<file path="config.mk">
export PLATFORM = sky130hd
export DESIGN_NAME = zx81_tape_player
export DESIGN_NICKNAME = d
export VERILOG_FILES = /design/src/rtl/zx81_tape_player.sv
export SDC_FILE = /design/constraint.sdc
export NUM_CORES = 1
export LEC_CHECK = 0
export ABC_AREA = 1
export CAP_MARGIN = 25
export CORE_ASPECT_RATIO = 0.5
export CORE_MARGIN = 1
export CORE_UTILIZATION = 55
export CTS_BUF_LIST = sky130_fd_sc_hd__clkbuf_8
export DETAILED_ROUTE_END_ITERATION = 8
export GPL_TIMING_DRIVEN = 0
export PLACE_DENSITY_LB_ADDON = 0.3
export SYNTH_ARGS = -nofsm -noshare
export SYNTH_HDL_FRONTEND = slang
export SYNTH_SLANG_ARGS = --single-unit
</file>
<file path="constraint.sdc">
create_clock -name clock -period 2.2 [get_ports clock]
set_input_delay 0.44 -clock clock [delete_from_list [all_inputs] [get_ports clock]]
set_output_delay 0.44 -clock clock [all_outputs]
set_load 0.005 [all_outputs]
</file>
<file path="src/rtl/zx81_tape_player.sv">
// zx81_tape_player: encodes a byte stream MSB-first into the ZX81 cassette pulse train on ear.
// Latency: ear rises the cycle after a byte is accepted; a bit is 8 or 18 half-pulses plus one gap.
// Backpressure: byte_ready only in LOAD, one byte held at a time; a stall stretches the inter-byte gap.
// Optional feature macro ZX81_TAPE_LEADER_EN: adds a LEADER_CYC low leader between start and the first byte.
module zx81_tape_player #(
   parameter int PULSE_CYC  = 7500,
   parameter int GAP_CYC    = 65000
`ifdef ZX81_TAPE_LEADER_EN
   ,
   parameter int LEADER_CYC = 50000000
`endif
) (
   input  logic       clock,
   input  logic       reset,
   input  logic       start,
   input  logic       stop,
   input  logic [7:0] byte_data,
   input  logic       byte_last,
   input  logic       byte_valid,
   output logic       byte_ready,
   output logic       ear,
   output logic       busy,
   output logic       done,
   output logic       stall
);

   localparam logic [2:0] S_IDLE     = 3'd0;
`ifdef ZX81_TAPE_LEADER_EN
   localparam logic [2:0] S_LEADER   = 3'd1;
`endif
   localparam logic [2:0] S_LOAD     = 3'd2;
   localparam logic [2:0] S_PULSE_HI = 3'd3;
   localparam logic [2:0] S_PULSE_LO = 3'd4;
   localparam logic [2:0] S_GAP      = 3'd5;

   logic [2:0]  state;
   logic [31:0] cyc_cnt;    // cycles left in the current timed state, ends at 1
   logic [3:0]  pulse_cnt;  // pulses left in the current bit
   logic [2:0]  bit_idx;    // bits left after the one being sent
   logic [6:0]  shift_dat;  // remaining bits of the byte, next bit in [6]
   logic        last_flag;
   logic        done_r;
   logic        cyc_end;

   assign cyc_end    = (cyc_cnt == 32'd1);
   assign byte_ready = (state == S_LOAD);
   assign ear        = (state == S_PULSE_HI);
   assign busy       = (state != S_IDLE);
   assign stall      = (state == S_LOAD) && !byte_valid;
   assign done       = done_r;

   // Playback state machine: stop aborts from anywhere, reset overrides everything.
   always_ff @(posedge clock) begin
      if (reset) begin
         state     <= S_IDLE;
         cyc_cnt   <= 32'd0;
         pulse_cnt <= 4'd0;
         bit_idx   <= 3'd0;
         shift_dat <= 7'd0;
         last_flag <= 1'b0;
         done_r    <= 1'b0;
      end else begin
         done_r <= 1'b0;
         if (stop) begin
            state <= S_IDLE;
         end else begin
            case (state)
               S_IDLE: begin
                  if (start) begin
`ifdef ZX81_TAPE_LEADER_EN
                     state   <= S_LEADER;
                     cyc_cnt <= 32'(LEADER_CYC);
`else
                     state   <= S_LOAD;
`endif
                  end
               end
`ifdef ZX81_TAPE_LEADER_EN
               S_LEADER: begin
                  if (cyc_end) state <= S_LOAD;
                  else         cyc_cnt <= cyc_cnt - 32'd1;
               end
`endif
               S_LOAD: begin
                  if (byte_valid) begin
                     shift_dat <= byte_data[6:0];
                     last_flag <= byte_last;
                     bit_idx   <= 3'd7;
                     pulse_cnt <= byte_data[7] ? 4'd9 : 4'd4;
                     cyc_cnt   <= 32'(PULSE_CYC);
                     state     <= S_PULSE_HI;
                  end
               end
               S_PULSE_HI: begin
                  if (cyc_end) begin
                     cyc_cnt <= 32'(PULSE_CYC);
                     state   <= S_PULSE_LO;
                  end else begin
                     cyc_cnt <= cyc_cnt - 32'd1;
                  end
               end
               S_PULSE_LO: begin
                  if (cyc_end) begin
                     pulse_cnt <= pulse_cnt - 4'd1;
                     if (pulse_cnt > 4'd1) begin
                        cyc_cnt <= 32'(PULSE_CYC);
                        state   <= S_PULSE_HI;
                     end else begin
                        cyc_cnt <= 32'(GAP_CYC);
                        state   <= S_GAP;
                     end
                  end else begin
                     cyc_cnt <= cyc_cnt - 32'd1;
                  end
               end
               S_GAP: begin
                  if (cyc_end) begin
                     if (bit_idx != 3'd0) begin
                        bit_idx   <= bit_idx - 3'd1;
                        shift_dat <= {shift_dat[5:0], 1'b0};
                        pulse_cnt <= shift_dat[6] ? 4'd9 : 4'd4;
                        cyc_cnt   <= 32'(PULSE_CYC);
                        state     <= S_PULSE_HI;
                     end else if (last_flag) begin
                        done_r <= 1'b1;
                        state  <= S_IDLE;
                     end else begin
                        state <= S_LOAD;
                     end
                  end else begin
                     cyc_cnt <= cyc_cnt - 32'd1;
                  end
               end
               default: state <= S_IDLE;
            endcase
         end
      end
   end

endmodule

</file>
* After elaboration in Yosys (flattened, before gate mapping)
Index checks and enable logic that the tools add are counted.
** Storage, ports and cells
- ROM bits :: 0
- Word-level logic and storage cells :: 73
- Memories :: 0
- Register bits after elaboration :: 51
- RAM bits :: 0
- Bits in latches :: 0
** Operators by class
- Multiplexer cells :: 32
- Equal/unequal tests :: 12
- $mul :: 0
- Add/sub/neg operators :: 3
- Reduce and logical (&&, ||, !) cells :: 15
- Bitwise gates (word level) :: 3
- Shift operators :: 0
- Divide/modulo/power cells :: 0
- Magnitude comparators :: 1
** Operators by type and width (count)
- $mux 32 :: 5
- $pmux 32 s4 :: 1
- $eq 32x1->1 const B :: 1
- $sub 32x1->32 const B :: 1
- $mux 3 :: 9
- $mux 4 :: 6
- $mux 7 :: 3
- $mux 16 :: 1
- $pmux 3 s5 :: 1
- $pmux 7 s2 :: 1
- $pmux 4 s3 :: 1
- $ne 2x2->1 const B :: 5
- $reduce_and 5->1 :: 2
- $reduce_bool 3->1 :: 3
- $eq 3x2->1 const B :: 2
- $eq 3x3->1 const B :: 2
- $pmux 3 s2 :: 1
- $reduce_and 6->1 :: 1
- $reduce_or 5->1 :: 1
- $gt 4x1->1 const B :: 1
- $mux 2 :: 2
- $reduce_and 4->1 :: 1
- $reduce_bool 4->1 :: 1
- $sub 4x1->4 const B :: 1
- 11 further kinds :: 13

* Logic depth before layout (Yosys ltp)
Gate-level depths: netlist of run 1.
- Depth in word-level cells :: 4
- Gate-level depth with buffers :: 14

* Worst setup path before layout of run 1
OpenSTA, ideal clock, no wires.
- Path type :: register to register
- Start :: register cyc_cnt[1]
- End :: register cyc_cnt[5]
- Arrival :: 1501 ps
- Cell stages (with the launch flop) :: 13
- Buffers on the path :: 1
- Setup time :: 117 ps
- Path slack :: 582 ps
- Data required time :: 2083 ps
- Path through :: dfxtp_1 -> inv_1 -> ha_1 -> nand2_1 -> nor2_1 -> nand2_1 -> nor2_1 -> nand3_2 -> nand2_2 -> inv_2 -> buf_4 -> o21ai_0 -> nor2_1
** Between the ends
- Cells in the longest elaborated chain, start to end :: 3
- Elaborated cells between the ends (all ways) :: 8
** Ends and longest elaborated chain
- start: declaration :: RTL line 37 : logic [31:0] cyc_cnt;
- start signal: assignment :: RTL line 90 : cyc_cnt <= 32'(PULSE_CYC);
- start signal: assignment :: RTL line 96 : cyc_cnt <= 32'(PULSE_CYC);
- start signal: assignment :: RTL line 99 : cyc_cnt <= cyc_cnt - 32'd1;
- $sub 32x1->32 or $eq 32x1->1 (tied branches)
- $mux 32, or another cell as far along :: RTL line 117 : if (cyc_end) begin
- $pmux 32 s4 or $reduce_and 4->1 (tied branches)
Parallel ways exist; a longest one is shown, timed or not.
A chain may end at the register's enable or synchronous reset.

* Final worst setup path of run 1
- Start :: register state[2]
- End :: output port stall
** Between the ends
- Cells in the longest elaborated chain, start to end :: 2
** Ends and longest elaborated chain
- start: declaration :: RTL line 36 : logic [2:0] state;
- start signal: assignment :: RTL line 55 : state <= S_IDLE;
- start signal: assignment :: RTL line 65 : state <= S_IDLE;
- start signal: assignment :: RTL line 74 : state <= S_LOAD;
- $eq 3x2->1 :: RTL line 49 : assign stall = (state == S_LOAD) && !byte_valid;
- $logic_and 1x1->1 :: RTL line 49
- end: declaration :: RTL line 24 : output logic stall
No other way between the ends.

==> results of run 1 <==
==> path summary, 6_finish.rpt <==
path,startpoint,end,slack [ns]
setup / recovery,state[2],stall,0.06
hold / removal,shift_dat[1],shift_dat[1],0.47
setup reg to reg,state[0],state[1],0.15
hold reg to reg,shift_dat[1],shift_dat[1],0.47
==> sequential cells by signal, indices dropped and copies added, names as in the netlist <==
register,flops
shift_dat,7
cyc_cnt,32
last_flag,1
state,3
bit_idx,3
pulse_cnt,4
done,1
==> what timing repair did <==
action                                  4_1_cts  5_1_grt
buffers inserted                              0        0
endpoints found under the setup margin        1       11
resized for setup                             1        3
==> logic make-up (layout without fill, tap and decap cells) <==
logic type / count (synthesis) / in the layout
simple gates: 343 / 343
buf+inv: 82 / 108
compound gates: 63 / 63
flops: 51 / 51
xor+xnor: 8 / 8
fa+ha+maj: 6 / 6
==> synthesized netlist by cell type (5+ instances only) <==
library cell  instances
a21oi_1              26
dfxtp_1              51
ha_1                  6
inv_1                67
nand2_1             154
nand2_2               5
nand3_1              38
nand4_1               5
nor2_1              115
nor2_2                6
nor3_1                8
o21ai_0              28
xor2_1                6
==> worst max-delay path, delay by kind of cell (launching register included) <==
kind	cells	cell delay, ns
DFF	1	0.36
buffers and inverters	3	0.67
and+or+nand+nor	3	0.34
==> stage by stage <==
step | power [mW] | utilization [%]
4_1_cts | 3.192 | 65.81
2_1_floorplan | 2.095 | -
3_5_place_dp | 2.405 | 63.36
5_1_grt | 3.458 | 65.92
3_3_place_gp | 2.391 | 63.36
6_report | 3.222 | 65.92
==> cell type report <==
class | count | area share (%)
buffer | 11 | 1.962
clock buffer | 5 | 1.861
clock inverter | 3 | 1.725
inverter | 71 | 7.206
multi-input combinational | 420 | 52.30
sequential | 51 | 27.60
tap | 73 | 2.470
timing repair buffer | 18 | 4.871
==> per-layer routing <==
metal  share of wire (%)  vias up
li1                    -     1778
met1                  49     1507
met2                  43       92
met3                 6.2       17
met4                 1.7        0
met5                   0        -
==> power by group <==
part | total [mW] | internal [mW] | switching [mW]
registers | 1.08 | 1.00 | 0.0721
clock network | 0.794 | 0.450 | 0.343
logic | 1.35 | 0.453 | 0.899
==> flow_metrics.tcl, run 1 <==
set metrics [dict create \
    outcome "complete, but fails checks" \
    violations "DRC" \
    clk_pin_slew_ns 0.10 \
    synth_top_family_by_area "simple AND/OR/NAND/NOR gates" \
    p_leak_nw 1.752 \
    cp.arrival_ns 1.70 \
    nets 598 \
    fmax_mhz 468.1 \
    vias 3394 \
    worst-setup-path-type "reg -> out" \
    ys_seq_area_share_pct 31.10 \
    cpPeakStageDelay_ns 0.50 \
    start_util_pct 58.52 \
    cp-start-kind "register" \
    synthMuxAreaShare_pct 0 \
    die-area_sq_um 6301 \
    clk_latency_ns 0.32 \
    final_common_cell "nand2_1" \
    async_reset_ff_share_pct 0 \
    drc 2 \
    antenna_cells 0 \
    gp_congestion 0.9639 \
    port_buffers 18 \
    hold_slack_ns 0.4670 \
    num_io_pins 19 \
    ctsHoldBuffers 0 \
    setup_tns_ns 0 \
    slew-limit-headroom_pct 55.44 \
    synth_area_leaders "dfxtp_1 31%, nand2_1 18%, nor2_1 13%" \
    wl_per_cell_um 12.92 \
    synth-compound-area-share_pct 10.40 \
    final_cell_mix "153 x nand2_1, 115 x nor2_1, 67 x inv_1" \
    yosys.area.top_type "dfxtp_1" \
    synth_edf_count 0 \
    core_sq_um 5610 \
    worst_pin_slew_ns 0.6684 \
    setup_viol 0 \
    synth-xor-area-share_pct 2.134 \
    hold_violations 0 \
    avgSynthCellArea_sq_um 5.937 \
    rsz0062_at_grt "false" \
    fin_crit_sh_pct 97.10 \
    fin_ws_ns 0.06387 \
    syn_nets 573 \
    antenna_found_initial 0 \
    holdPathStages 2 \
    place_area_sq_um 3555 \
    hpwl_mm 6.260 \
    final_cells 652 \
    cts.path.max_buffers 2 \
    routed_wl_mm 8.424 \
    track_usage_pct 28.64 \
    cp_max_fo 4 \
    grt_max_degree 16 \
    dp_cells 644 \
    vdd_ir_drop_max_mv 0.3969 \
    synth_top_flop_cell "dfxtp_1" \
    final_layout_size_suffix_gt1_share_pct 7.081 \
    finalCriticalPeriod_ns 2.136 \
    grt_busiest_layer "met2" \
    clkSinkCount 51 \
    drv_cap 0 \
    synth_top_area_share_pct 31.10 \
    via_per_inst 5.206 \
    cts_buffers 5 \
    final_area_sq_um 3699 \
    synth_cells 553 \
    cts_root_buf "clkbuf_8" \
    synthAdderAreaFrac_pct 2.287 \
    slew_violations 0 \
    use_met3_pct 6.479 \
    grt_overflow_total 0 \
    rows 19 \
    dr.pass1.iters 6 \
    multiInputGateArea_sq_um 1934 \
    crit_chain "inv_2 > nand2_2 > nor2_4 > nand2_2 > inv_2 > clkdlybuf4s50_1" \
    die_w_um 111.3 \
    hp-class "reg -> reg" \
    area_delta_synth_final_pct 12.65 \
    crit_required_ns 1.76 \
    die_y_um 56.63 \
    post_synth_instance_area_sq_um 3283 \
    crit_slowest_cell "clkdlybuf4s50_1" \
    cts_tree "yes" \
    grt_use_met2_pct 46.88 \
    cp-end-kind "output port" \
    power.density_nw_per_um2 871.2 \
    met1_usage_pct 38.00 \
    r2r_cells 9 \
    drtIter0Drc 360 \
    seqCellArea_sq_um 1021 \
    grt_pass1_wl_mm 14.10 \
    skew_ns 0.009126 \
    synthSimpleGateAreaFrac_pct 43.75 \
    n_fill_cell 523 \
    yosys_warnings 0 \
    yosys.cell_types.count 34 \
    dp_slack_ns -0.1250 \
    htree_levels 2 \
    synth-seq-cells 51 \
    grt_pass1_vias 3014 \
    drtAntennaViolNets 0 \
]
Power figures use the tool's default switching activity.
==> run 2: changes to the inputs <==
CORE_UTILIZATION = 30   (was 55)
==> run 2 against run 1 <==
The flow now finishes without violations. Clock-buffer cell count did not move. Clock skew rose by 0.0028 ns. Final area rose by 1.8%. Total power fell by 5.1%. Core utilization fell by 30 points. Critical path type unchanged.
==> flow_metrics.tcl, run 2 (synthesis results as in run 1) <==
set metrics [dict create \
    cts_tree "yes" \
    sequentialPowerShare_pct 35.2 \
    cpPeakStageDelay_ns 0.49 \
    rrSetupSlack_ns 0.19 \
    die_y_um 75.97 \
    largest_reg_flops 32 \
    drtIter0Drc 209 \
    clk_latency_ns 0.32 \
    track_usage_pct 16.38 \
    vdd_ir_drop_max_mv 0.2729 \
    p_switching_mw 1.356 \
    clkSinkCount 51 \
    cp-start-kind "register" \
    drtAntennaViolNets 0 \
    clockPowerShare_pct 19.6 \
    outcome "completed" \
    place_area_sq_um 3638 \
    worst_pin_slew_ns 0.6151 \
    p_leak_nw 1.742 \
    fmax_mhz 474.4 \
    fin_crit_sh_pct 95.81 \
    setup_tns_ns 0 \
    grt_pass1_wl_mm 15.02 \
    cp-end-kind "output port" \
    internal-power_mw 1.702 \
    hpwl_mm 6.704 \
    crit_required_ns 1.76 \
    htree_levels 2 \
    slew-limit-headroom_pct 59.00 \
    slew_violations 0 \
    antenna_found_initial 0 \
    antenna_cells 0 \
    final_common_cell "nand2_1" \
    largest-register "cyc_cnt" \
    cp_max_fo 4 \
    clk_pin_slew_ns 0.11 \
    swShare_pct 44.35 \
    wl_per_cell_um 12.29 \
    start_util_pct 31.54 \
    crit_chain "inv_2 > nand2_2 > nor2_4 > nand2_2 > inv_2 > clkdlybuf4s50_1" \
    drv_cap 0 \
    final_layout_size_suffix_gt1_share_pct 7.917 \
    crit_slowest_cell "clkdlybuf4s50_1" \
    routed_wl_mm 8.859 \
    final_area_sq_um 3764 \
    rows 26 \
    worst-setup-path-type "reg -> out" \
    fin_ws_ns 0.09208 \
    hold_violations 0 \
    area_delta_synth_final_pct 14.63 \
    dr.pass1.iters 5 \
    via_per_inst 4.691 \
    gp_congestion 0.8912 \
    final_cells 721 \
    final_cell_mix "153 x nand2_1, 114 x nor2_1, 66 x inv_1" \
    drc 0 \
    die-area_sq_um 11390 \
    power.density_nw_per_um2 812.6 \
    setup_viol 0 \
    vias 3382 \
    grt_max_degree 19 \
    die_w_um 149.9 \
    pwr-share-comb_pct 45.2 \
    cts_root_buf "clkbuf_8" \
    num_io_pins 19 \
    ctsHoldBuffers 0 \
    cts.path.max_buffers 2 \
    finalCriticalPeriod_ns 2.108 \
    skew_ns 0.01193 \
    reg_top3 "cyc_cnt (32), shift_dat (7), pulse_cnt (4)" \
    grt_overflow_total 0 \
    dp_cells 711 \
    port_buffers 18 \
    hp-class "reg -> reg" \
    cts_buffers 5 \
    grt_pass1_vias 3142 \
    dp_slack_ns -0.1448 \
    nets 600 \
    core_sq_um 10410 \
    cp.arrival_ns 1.67 \
]
run 2: cell types whose count changed in the layout (fill, tap and decap cells not counted):
| cell | before | now |
|---|---|---|
| inv_6 | 0 | 2 |
| nor2_2 | 5 | 6 |
| bufinv_16 | 2 | 0 |
| buf_4 | 3 | 5 |
| dfxtp_2 | 0 | 1 |
| dfxtp_1 | 51 | 50 |
| inv_1 | 67 | 66 |
| clkinv_4 | 0 | 1 |
| nor2_1 | 115 | 114 |
run 2: final timing paths:
check | start | to | cells after the start
setup reg to reg | state[0] | cyc_cnt[27] | 9
hold reg to reg | bit_idx[2] | bit_idx[2] | 2
setup / recovery | state[2] | stall | 6
hold / removal | bit_idx[2] | bit_idx[2] | 2
run 2: critical path: cells and delay by family, from the launching register on:
family,cells,cell delay (ns)
buffers and inverters,3,0.64
and+or+nand+nor,3,0.35
DFF,1,0.35
run 2: timing repair:
item                                    4_1_cts  5_1_grt
resized for setup                             1        5
pin swaps                                     0        1
endpoints found under the setup margin        1        4
buffers inserted                              0        2
run 2: final cells by class:
| type | instances | area (sq um) |
|---|---|---|
| clock inverters | 3 | 26.28 |
| plain buffers | 11 | 72.57 |
| fillers | 1150 | 6646 |
| multi-input cells | 420 | 1937 |
| inverters | 71 | 266.5 |
| flip-flops and latches | 51 | 1022 |
| well taps | 140 | 175.2 |
| clock buffers | 5 | 68.82 |
| repair buffers | 20 | 195.2 |
run 2: power by group through the flow:
| stage | combinational (mW) | clock, mW | sequential, mW |
|---|---|---|---|
| after global placement | 1.34 | 0 | 1.09 |
| final | 1.38 | 0.599 | 1.08 |
| after global routing | 1.57 | 0.656 | 1.09 |
| after CTS | 1.36 | 0.623 | 1.08 |
| after detailed placement | 1.35 | 0 | 1.10 |
| after floorplan | 1.02 | 0 | 1.08 |
run 2: stage by stage:
| step | hold slack [ns] | power (mW) | utilization (%) |
|---|---|---|---|
| finish | 0.4677 | 3.058 | 36.15 |
| global placement | 0.4496 | 2.436 | 34.95 |
| CTS | 0.4713 | 3.056 | 35.91 |
| floorplan | 0.4286 | 2.095 | - |
| global route | 0.4973 | 3.318 | 36.15 |
| detailed placement | 0.4536 | 2.442 | 34.95 |
run 2: routing by layer:
| layer | track usage [%] | share of wire (%) | routed length, um |
|---|---|---|---|
| met4 | 3.535 | 1.5 | 137 |
| met1 | 22.79 | 51 | 4500 |
| met2 | 26.57 | 43 | 3822 |
| met5 | 0 | 0 | 0 |
| met3 | 2.515 | 4.5 | 398 |
==> run 3: changes to the inputs <==
CELL_PAD_IN_SITES_DETAIL_PLACEMENT = 0   (was unset)
CELL_PAD_IN_SITES_GLOBAL_PLACEMENT = 2   (was unset)
CORE_UTILIZATION = 33   (was 30)
==> run 3 against run 2 <==
Routed wire length rose by 7.5%. Clock skew shrank 0.0020 ns. Cell count shrank 0.83%. Worst setup slack gained 0.051 ns. Register-to-register slack gained 0.03 ns. Clock power up 20%. Via count fell by 2.4%. Critical path type unchanged. Critical endpoint is now ear. Highest routed layer unchanged.
==> flow_metrics.tcl, run 3 (synthesis results as in run 1) <==
set metrics [dict create \
    final_layout_size_suffix_gt1_share_pct 8.103 \
    nets 599 \
    final_common_cell "nand2_1" \
    slew-limit-headroom_pct 54.01 \
    hpwl_mm 7.344 \
    die-area_sq_um 10380 \
    start_util_pct 34.41 \
    p_leak_nw 1.771 \
    wl_per_cell_um 13.32 \
    dr.pass1.iters 4 \
    grt_pass1_vias 3149 \
    track_usage_pct 19.92 \
    clockPowerShare_pct 22.3 \
    clk_pin_slew_ns 0.10 \
    grt_max_degree 16 \
    cts.path.max_buffers 2 \
    setup_viol 0 \
    hold_slack_ns 0.4660 \
    rsz0062_at_grt "false" \
    num_io_pins 19 \
    grt_pass1_wl_mm 15.70 \
    rows 25 \
    ctsHoldBuffers 0 \
    power.density_nw_per_um2 844.8 \
    core_sq_um 9540 \
    gp_congestion 0.8244 \
    holdPathStages 2 \
    drc 0 \
    fin_crit_sh_pct 93.48 \
    r2r-start "state[0]" \
    drv_cap 0 \
    area_delta_synth_final_pct 15.78 \
    largest-register "cyc_cnt" \
    r2r_cells 9 \
    port_buffers 18 \
    swShare_pct 42.74 \
    drtIter0Drc 177 \
    skew_ns 0.009919 \
    clkSinkCount 51 \
    hp-class "reg -> reg" \
    pwr-share-comb_pct 44.2 \
    min_to "shift_dat[5]" \
    place_area_sq_um 3632 \
    largest_reg_flops 32 \
    reg_top3 "cyc_cnt (32), shift_dat (7), pulse_cnt (4)" \
    htree_levels 2 \
    cp.arrival_ns 1.62 \
    drtAntennaViolNets 0 \
    sequentialPowerShare_pct 33.5 \
    vias 3302 \
    die_w_um 143.1 \
    p_switching_mw 1.372 \
    worst-setup-path-type "reg -> out" \
    final_area_sq_um 3801 \
    grt_overflow_total 0 \
    die_y_um 72.53 \
    internal-power_mw 1.839 \
    hold_violations 0 \
    cp-start-kind "register" \
    routed_wl_mm 9.525 \
    cts_tree "yes" \
    cts_root_buf "clkbuf_8" \
    finalCriticalPeriod_ns 2.057 \
    fmax_mhz 486.2 \
    cp_max_fo 4 \
    slew_violations 0 \
    rrSetupSlack_ns 0.22 \
    vdd_ir_drop_max_mv 0.3049 \
    cp-end-kind "output port" \
    antenna_found_initial 0 \
    cts_buffers 5 \
    crit_required_ns 1.76 \
    worst_pin_slew_ns 0.6899 \
    outcome "completed" \
    n_fill_cell 1094 \
    final_cell_mix "153 x nand2_1, 112 x nor2_1, 67 x inv_1" \
    clk_latency_ns 0.32 \
    antenna_cells 0 \
    timing.rr.end "cyc_cnt[4]" \
    via_per_inst 4.618 \
    hp-start "shift_dat[5]" \
]
==> run 3: worst max-delay path by stage <==
stage               start           end  slack (ns)
3_5_place_dp        reset  pulse_cnt[1]       -0.13
6_report         state[0]           ear        0.14
4_1_cts          state[2]         stall        0.02
5_1_grt          state[0]   cyc_cnt[10]       0.005
3_3_place_gp   byte_valid    cyc_cnt[1]       -0.13
2_1_floorplan  cyc_cnt[1]    cyc_cnt[5]        0.58
==> run 3: power by group through the flow <==
stage               logic, mW  clock network (mW)  registers [mW]
global placement         1.39                   0            1.10
floorplan                1.02                   0            1.08
global route             1.63               0.777            1.09
CTS                      1.39               0.736            1.08
finish                   1.42               0.717            1.08
detailed placement       1.38                   0            1.10
==> run 3: per-stage QoR <==
step / std cells / TNS, ns / utilization, % / setup WS (ns) / power [mW]
floorplan: 553 / 0 / - / 0.5815 / 2.095
global route: 715 / 0 / 39.84 / 0.005411 / 3.496
finish: 715 / 0 / 39.84 / 0.1434 / 3.211
detailed placement: 706 / -2.414 / 38.07 / -0.1268 / 2.477
global placement: 706 / -2.206 / 38.07 / -0.1284 / 2.486
CTS: 714 / 0 / 39.36 / 0.01563 / 3.204
==> run 3: final cells by class <==
cell class / count / area [sq um] / share of cell area, %
Tap cell: 135 / 168.9 / 4.444
Multi-Input combinational cell: 420 / 1963 / 51.65
Inverter: 71 / 266.5 / 7.011
Timing Repair Buffer: 19 / 190.2 / 5.003
Sequential cell: 51 / 1022 / 26.89
Buffer: 11 / 72.57 / 1.909
Clock buffer: 6 / 82.58 / 2.172
Clock inverter: 2 / 35.03 / 0.9217
==> run 3: critical path, cell delays in order, from the launching register on <==
cell and delay, ns:
dfxtp_1 0.44, inv_1 0.08, nor2_1 0.23, clkdlybuf4s50_1 0.55
==> run 3: metal layers <==
metal  vias up  track usage (%)  wire (um)
met2        34            33.60       4208
met5         -                0          0
li1       1774                -          -
met4         0            3.226         56
met1      1489            26.85       4964
met3         5            3.828        295
==> run 3: repair_timing <==
item / 4_1_cts / 5_1_grt
pin swaps: 0 / 1
gates resized for setup: 1 / 11
setup buffers: 0 / 1
hold endpoints to repair: 0 / 0
endpoints found under the setup margin: 1 / 35
